==> config.mk <==
export PLATFORM = sky130hd
export DESIGN_NAME = keccak_arbiter
export DESIGN_NICKNAME = d
export VERILOG_FILES = /design/src/rtl/keccak_arbiter.sv
export SDC_FILE = /design/constraint.sdc
export NUM_CORES = 1
export LEC_CHECK = 0
export CORE_AREA = 2 2 187 189
export CTS_BUF_LIST = sky130_fd_sc_hd__clkbuf_16
export DETAILED_ROUTE_END_ITERATION = 7
export DIE_AREA = 0 0 189 191
export PLACE_DENSITY_LB_ADDON = 0.25
export SYNTH_ARGS = -nofsm -noshare
export SYNTH_HDL_FRONTEND = slang
export SYNTH_SLANG_ARGS = --single-unit
==> constraint.sdc <==
create_clock -name clk -period 6.17 [get_ports clk]
set_input_delay 0.9255 -clock clk [delete_from_list [all_inputs] [get_ports clk]]
set_output_delay 0.9255 -clock clk [all_outputs]
set_load 0.005 [all_outputs]
==> src/rtl/keccak_arbiter.sv <==
// Round-robin arbiter that lends one shared Keccak core to N_REQ requesters for a full absorb/squeeze transaction.
// Optional per-requester transaction counters are enabled by defining KECCAK_ARB_STATS_EN.
module keccak_arbiter #(
    parameter int N_REQ = 4,
    parameter int W     = 64
) (
    input  logic               clk,
    input  logic               rst_n,
    input  logic [N_REQ-1:0]   req_valid_i,
    input  logic [N_REQ*W-1:0] req_data_i,
    input  logic [N_REQ-1:0]   req_last_i,
    output logic [N_REQ-1:0]   req_ready_o,
    output logic [N_REQ-1:0]   rsp_valid_o,
    output logic [W-1:0]       rsp_data_o,
    output logic               rsp_last_o,
    input  logic [N_REQ-1:0]   rsp_ready_i,
    output logic               core_valid_o,
    output logic [W-1:0]       core_data_o,
    input  logic               core_ready_i,
    input  logic               core_valid_i,
    input  logic [W-1:0]       core_data_i,
    input  logic               core_last_i,
    output logic               core_ready_o,
    output logic [N_REQ-1:0]   grant_o,
    output logic               busy_o
`ifdef KECCAK_ARB_STATS_EN
    ,
    output logic [N_REQ*16-1:0] txn_count_o
`endif
);

    localparam int PW = (N_REQ > 1) ? $clog2(N_REQ) : 1;

    typedef enum logic [1:0] {IDLE, ABSORB, SQUEEZE} state_t;

    state_t          state;
    logic [PW-1:0]   owner;
    logic [PW-1:0]   ptr;
    logic [PW-1:0]   winner;
    logic [PW:0]     cand;
    logic            found;
    logic [W-1:0]    sel_data;
    logic            in_sel;
    logic            out_sel;
    logic            absorb_done;
    logic            squeeze_done;

    // Search starts at ptr and wraps, so the most recent owner is considered last.
    always_comb begin
        winner = '0;
        found  = 1'b0;
        cand   = '0;
        for (int i = 0; i < N_REQ; i++) begin
            cand = {1'b0, ptr} + (PW+1)'(i);
            if (cand >= (PW+1)'(N_REQ))
                cand = cand - (PW+1)'(N_REQ);
            if (!found && req_valid_i[cand[PW-1:0]]) begin
                found  = 1'b1;
                winner = cand[PW-1:0];
            end
        end
    end

    always_comb begin
        sel_data = '0;
        for (int k = 0; k < N_REQ; k++) begin
            if (owner == PW'(k))
                sel_data = req_data_i[k*W +: W];
        end
    end

    assign in_sel       = (state == ABSORB);
    assign out_sel      = (state == SQUEEZE);
    assign absorb_done  = in_sel && req_valid_i[owner] && core_ready_i && req_last_i[owner];
    assign squeeze_done = out_sel && core_valid_i && rsp_ready_i[owner] && core_last_i;

    always_ff @(posedge clk or negedge rst_n) begin
        if (!rst_n) begin
            state   <= IDLE;
            owner   <= '0;
            ptr     <= '0;
            grant_o <= '0;
            busy_o  <= 1'b0;
        end else begin
            case (state)
                IDLE: begin
                    if (found) begin
                        state   <= ABSORB;
                        owner   <= winner;
                        grant_o <= {{(N_REQ-1){1'b0}}, 1'b1} << winner;
                        busy_o  <= 1'b1;
                    end
                end
                ABSORB: begin
                    if (absorb_done)
                        state <= SQUEEZE;
                end
                SQUEEZE: begin
                    if (squeeze_done) begin
                        state   <= IDLE;
                        grant_o <= '0;
                        busy_o  <= 1'b0;
                        ptr     <= (owner == PW'(N_REQ-1)) ? '0 : owner + 1'b1;
                    end
                end
                default: begin
                    state   <= IDLE;
                    grant_o <= '0;
                    busy_o  <= 1'b0;
                end
            endcase
        end
    end

    // Both streams are straight pass-through of the owner's lane; grant_o doubles as the owner one-hot.
    assign core_valid_o = in_sel & req_valid_i[owner];
    assign core_data_o  = in_sel ? sel_data : '0;
    assign req_ready_o  = (in_sel && core_ready_i) ? grant_o : '0;

    assign rsp_valid_o  = (out_sel && core_valid_i) ? grant_o : '0;
    assign rsp_data_o   = out_sel ? core_data_i : '0;
    assign rsp_last_o   = out_sel & core_last_i;
    assign core_ready_o = out_sel & rsp_ready_i[owner];

`ifdef KECCAK_ARB_STATS_EN
    logic [15:0] txn_cnt [N_REQ];

    always_ff @(posedge clk or negedge rst_n) begin
        if (!rst_n) begin
            for (int k = 0; k < N_REQ; k++)
                txn_cnt[k] <= '0;
        end else if (squeeze_done && (txn_cnt[owner] != 16'hFFFF)) begin
            txn_cnt[owner] <= txn_cnt[owner] + 16'd1;
        end
    end

    for (genvar g = 0; g < N_REQ; g++) begin : g_cnt
        assign txn_count_o[g*16 +: 16] = txn_cnt[g];
    end
`endif

endmodule

==> results.cfg, run 1 <==
[routing]
wl_cell_um = 18.15
postRouteAntennaNets = 0
dr_total_vias = 5336
firstDrtPassIters = 4
initialDrtViolationCount = 166
wl_um = 24480
routed_via_density = 3.956
detail_route.drc_violations = 0

[timing]
slew_headroom_pct = 35.44
final_max_slew_viol_count = 0
max_slew.worst_pin.slew_ps = 968.4
totalNegativeSetupSlack_ps = 0
timing.final.crit_period_ps = 4213
clock_skew_ps = 1.652
period_share_pct = 68.28
timing.final.hold_violations = 0
fmax_mhz = 237.4
grt_setup_unrepaired = no
setup_viol_count_final = 0

[logic_synthesis]
post_synth.cell_area_avg_um2 = 6.864
synth.top_cell.area_share_pct = 18.11
netlist.top_cell.by_area = sky130_fd_sc_hd__a22o_1
post_synth_instance_area_um2 = 3095
synth_seq_area_share_pct = 8.892
synth.yosys.warnings = 0
synth-seq-cells = 11
postSynthCellCount = 451
netlist_top_cells_area = sky130_fd_sc_hd__a22o_1, sky130_fd_sc_hd__a22oi_1, sky130_fd_sc_hd__and2_1
postSynthNetCount = 792
synth_cell_type_count = 39

[worst_setup_path]
worstPathArrival_ps = 3290
worstPathMaxFanout = 26
critPathKind = flop to primary output
r2r_setup_slack_ps = 4110
cp_slowest_cell = sky130_fd_sc_hd__nor2b_4
startpoint_type = flop
critical_path_cell_by_cell = inv_1, ha_1, nor2b_4, buf_4, a22oi_1, o21ai_0, a22o_1, clkdlybuf4s50_1
critPathMaxStageDelay_ps = 620
worst_setup_path_end_kind = primary output
worstPathRequired_ps = 5240

[power_and_ir_drop]
pwr_density_cell_nw_per_um2 = 298.4
seq_power_share_pct = 6.0
p_total_w = 0.002491
worst_supply_voltage_drop_on_vdd_mv = 0.2578
total_switching_power_w = 0.001077
p_leak_nw = 3.015
internal_power_consumption_w = 0.001414
clock_power_share_pct = 4.9
power.combinational.fraction_pct = 89.0
power.share.switching_pct = 43.23

[die]
core-area_um2 = 34120
die_area_um2 = 36100
rows = 68
initial_core_util_pct = 9.073
die_height_um = 191
design.portCount = 481
die_w_um = 189

[outcome]
outcome = complete, no violations

[placed_design]
placement.io_buffers = 480
gp_congestion = 0.8436
hpwlAfterDp_um = 20190

[cts]
cts.reportedPaths.clkPinSlew_ps = 40
cts_hold_buf = 0
cts_buffers = 3
clk_path_buf_depth = 2
cts_setup_buffers = 0
clk-insertion-delay-late_ps = 250
cts_tree = yes
clock-root-buffer = sky130_fd_sc_hd__clkbuf_16
htree_num_levels = 1
cts_repair_resize_count = 0
clock-sinks = 11

[global_routing]
first_global_vias = 5489
grt_start_max_net_pins = 84
grt_overflow = 0
grt_first_pass_wirelength_um = 34420
grt_antenna_before_repair = 5
aggregate_global_route_resource_usage_pct = 12.46

[finish]
mostFrequentLayoutCells = sky130_fd_sc_hd__clkdlybuf4s50_1, sky130_fd_sc_hd__nand2_1, sky130_fd_sc_hd__and2_1
syn_to_final_growth_pct = 169.7
mostFrequentLayoutCell = sky130_fd_sc_hd__clkdlybuf4s50_1
layout.nets = 1232
drive_gt1_share_pct = 2.472

[worst_hold_path]
timing.hold.worst.class = flop to flop

[job]
max_cap_violations = 0
synthesized netlist by cell type, drive strengths merged:
| cell | number |
|---|---|
| nand2 | 68 |
| nor2b | 2 |
| buf | 35 |
| o22a | 1 |
| a211oi | 1 |
| a22o | 64 |
| mux2i | 5 |
| a32o | 4 |
| nor3 | 1 |
| nand3b | 1 |
| and2 | 67 |
| nor2 | 4 |
| o221ai | 1 |
| a211o | 1 |
| o21ai | 66 |
| nor4 | 1 |
| ha | 4 |
| a21o | 1 |
| a22oi | 63 |
| clkbuf | 17 |
| and2b | 1 |
| a21oi | 5 |
| mux2 | 2 |
| dfrtp | 11 |
| nand3 | 3 |
| mux4 | 2 |
| inv | 3 |
| and3 | 9 |
| nor3b | 1 |
| o22ai | 2 |
| nand2b | 3 |
| and3b | 1 |
| o21a | 1 |
layout make-up:
cell class | count | area, um2
antenna | 4 | 10.01
clock buffer | 3 | 75.07
clock inverter | 1 | 3.754
fill | 3747 | 25770
inverter | 3 | 11.26
multi-input combinational | 385 | 2547
sequential | 11 | 275.3
tap | 455 | 569.3
timing repair buffer | 487 | 4857
power by group through the flow:
stage | clock network (W) | logic [W] | registers (W)
floorplan | 0 | 0.00109 | 0.000129
global placement | 0 | 0.00226 | 0.000150
detailed placement | 0 | 0.00225 | 0.000152
CTS | 0.000123 | 0.00226 | 0.000151
global route | 0.000126 | 0.00242 | 0.000158
finish | 0.000123 | 0.00222 | 0.000150
kinds of logic after synthesis:
kind of cell,Yosys count,share of synthesized area (%)
fa+ha+maj,4,1.617
compound gates,210,48.46
mux,9,3.799
flops,11,8.892
simple gates,162,27.45
buf+inv,55,9.782
per-stage QoR:
stage	instances	worst slack [ps]	hold WS (ps)	instance area [um2]	util [%]
final	1349	1957	530.6	8349	24.47
after global routing	1346	1700	549.5	8342	24.45
after CTS	1345	1846	537.8	8339	24.44
after detailed placement	1341	2104	524.6	8260	24.21
after global placement	1341	2159	515.7	8260	24.21
after floorplan	451	3547	516.1	3095	-
state kept, by name (all words and copies together) (netlist names):
register  flops
busy_o        1
grant_o       4
owner         2
ptr           2
state         2
worst max-delay path: cells and delay by family (launching register included):
family                     cells  cell delay [ps]
AOI/OAI and AO/OA              3              570
buffers and inverters          3             1130
adders and majority gates      1              190
DFF                            1              500
and+or+nand+nor                1              620
worst paths after layout:
kind,startpoint,end,depth (start not counted)
max in group asynchronous,rst_n,grant_o[0],1
max reg2reg,state[1],ptr[0],3
max,owner[0],core_data_o[41],8
min,busy_o,busy_o,2
min in group asynchronous,rst_n,state[1],1
min reg2reg,busy_o,busy_o,2
routing by layer:
layer | track usage [%] | wire length [um] | part of all wire [%]
met2 | 24.89 | 13100 | 53
met3 | 2.901 | 2168 | 8.9
met4 | 1.623 | 189 | 0.77
met5 | 0 | 0 | 0
met1 | 13.46 | 9026 | 37
Note: power is estimated with default switching activity, not from simulation.
==> inputs of run 2 (changes only) <==
- clock period: 6.17 -> 3.5 ns (I/O delays scaled with it)
==> run 2 against run 1 <==
Critical path depth fell by 1; die area did not move; clock power rose by 70%; clock skew barely moved; wire length fell by 0.36%; non-clock buffer count rose by 6; utilization rose by 0.19 points; cell count rose by 0.30%; sequential power rose by 60%; register-to-register slack got worse by 2400 ps; worst setup slack got worse by 1500 ps; global-route usage barely moved; largest power group unchanged; highest routed layer unchanged.
==> results.cfg, run 2 (synthesized netlist as in run 1, its figures left out) <==
[outcome]
outcome = complete, no violations

[timing]
timing.final.hold_violations = 0
clock_skew_ps = 2.004
final_max_slew_viol_count = 0
max_slew.worst_pin.slew_ps = 665.8
period_share_pct = 88.02
totalNegativeSetupSlack_ps = 0
setup_viol_count_final = 0
grt_setup_unrepaired = no
slew_headroom_pct = 55.37
timing.final.crit_period_ps = 3081
fmax_mhz = 324.6

[finish]
drive_gt1_share_pct = 3.125
mostFrequentLayoutCells = sky130_fd_sc_hd__clkdlybuf4s50_1, sky130_fd_sc_hd__nand2_1, sky130_fd_sc_hd__and2_1
largest_register_ff_count = 4
layout.nets = 1238
post-route-util_pct = 24.66
registers.top_by_ff_count = grant_o
mostFrequentLayoutCell = sky130_fd_sc_hd__clkdlybuf4s50_1
syn_to_final_growth_pct = 171.8

[worst_setup_path]
worstPathMaxFanout = 38
critPathKind = flop to primary output
worstSetupEndpoint = core_data_o[41]
crit_start = owner[0]
worstPathArrival_ps = 2560
worst_setup_path_end_kind = primary output
crit-reg2reg-capture = ptr[1]
r2r.worst_path.cells = 3
worstPathRequired_ps = 2970
worst_r2r_startpoint = state[1]
r2r_setup_slack_ps = 1740
startpoint_type = flop

[die]
core-area_um2 = 34120
die_area_um2 = 36100
design.portCount = 481
die_height_um = 191
die_w_um = 189
rows = 68
initial_core_util_pct = 9.073

[global_routing]
grt_overflow = 0
grt_start_max_net_pins = 77
grt_antenna_before_repair = 2
first_global_vias = 5460
aggregate_global_route_resource_usage_pct = 12.42
grt_first_pass_wirelength_um = 34160

[routing]
wl_um = 24390
firstDrtPassIters = 4
initialDrtViolationCount = 240
dr_total_vias = 5314
wl_cell_um = 18.03
routed_via_density = 3.928
postRouteAntennaNets = 0
detail_route.drc_violations = 0

[cts]
clock-root-buffer = sky130_fd_sc_hd__clkbuf_16
cts_tree = yes
cts_repair_resize_count = 0
htree_num_levels = 1
clk_path_buf_depth = 2
cts_hold_buf = 0
cts_buffers = 3
cts.reportedPaths.clkPinSlew_ps = 40
clock-sinks = 11
clk-insertion-delay-late_ps = 240
cts_setup_buffers = 0

[worst_hold_path]
holdCritStartpoint = busy_o
timing.hold.worst.class = flop to flop

[placed_design]
placement.io_buffers = 480
gp_congestion = 0.8101
hpwlAfterDp_um = 19870

[power_and_ir_drop]
pwr_density_cell_nw_per_um2 = 533.6
p_leak_nw = 3.053
worst_supply_voltage_drop_on_vdd_mv = 0.2183

[job]
max_cap_violations = 0
[run 2: cell types whose count changed in the layout (fill, tap and decap cells not counted)]
cell	before	now
sky130_fd_sc_hd__buf_12	0	2
sky130_fd_sc_hd__buf_4	7	11
sky130_fd_sc_hd__diode_2	4	2
[run 2: cell type report]
| type | count | area (um2) |
|---|---|---|
| multi-input cells | 385 | 2547 |
| clock buffers | 3 | 75.07 |
| inverters | 3 | 11.26 |
| diodes | 2 | 5.005 |
| clock inverters | 1 | 3.754 |
| well taps | 455 | 569.3 |
| flip-flops and latches | 11 | 275.3 |
| repair buffers | 493 | 4927 |
| fillers | 3727 | 25700 |
[run 2: where the power goes]
group / internal (W) / switching (W) / leakage (nW)
registers: 0.000181 / 0.0000599 / 0.140
clock network: 0.000150 / 0.0000591 / 0.0423
logic: 0.00222 / 0.00182 / 2.87
total: 0.00256 / 0.00193 / 3.05
[run 2: per-layer routing]
| metal | routed length (um) | GRT usage [%] | vias to the layer above |
|---|---|---|---|
| li1 | - | - | 2578 |
| met1 | 9115 | 13.83 | 2385 |
| met2 | 12460 | 23.37 | 331 |
| met3 | 2378 | 3.580 | 20 |
| met4 | 439 | 2.434 | 0 |
| met5 | 0 | 0 | - |
[run 2: worst min path at each step]
stage                            end  slack, ps  depth (start not counted)
after detailed placement      busy_o        540                          2
after global placement        busy_o        520                          2
after global routing          busy_o        570                          2
after floorplan               busy_o        230                          0
after CTS                 grant_o[1]        550                          1
final                         busy_o        540                          2
[run 2: metrics by stage]
stage / instance area, um2 / std cells / setup slack (ps) / power (W) / hold WS, ps
after floorplan: 3095 / 451 / 1278 / 0.002154 / 229.4
after global placement: 8330 / 1347 / 612.5 / 0.004373 / 518.2
after detailed placement: 8330 / 1347 / 600.0 / 0.004358 / 543.8
after CTS: 8409 / 1351 / 342.8 / 0.004565 / 553.3
after global routing: 8409 / 1351 / 226.3 / 0.004869 / 566.4
final: 8414 / 1353 / 419.3 / 0.004490 / 535.9
[run 2: worst max-delay path, cell delays in order (launching register included)]
cell,delay (ps)
sky130_fd_sc_hd__dfrtp_1,330
sky130_fd_sc_hd__buf_4,170
sky130_fd_sc_hd__ha_2,220
sky130_fd_sc_hd__buf_4,410
sky130_fd_sc_hd__a22oi_1,220
sky130_fd_sc_hd__o21ai_0,260
sky130_fd_sc_hd__a22o_1,160
sky130_fd_sc_hd__clkdlybuf4s50_1,490
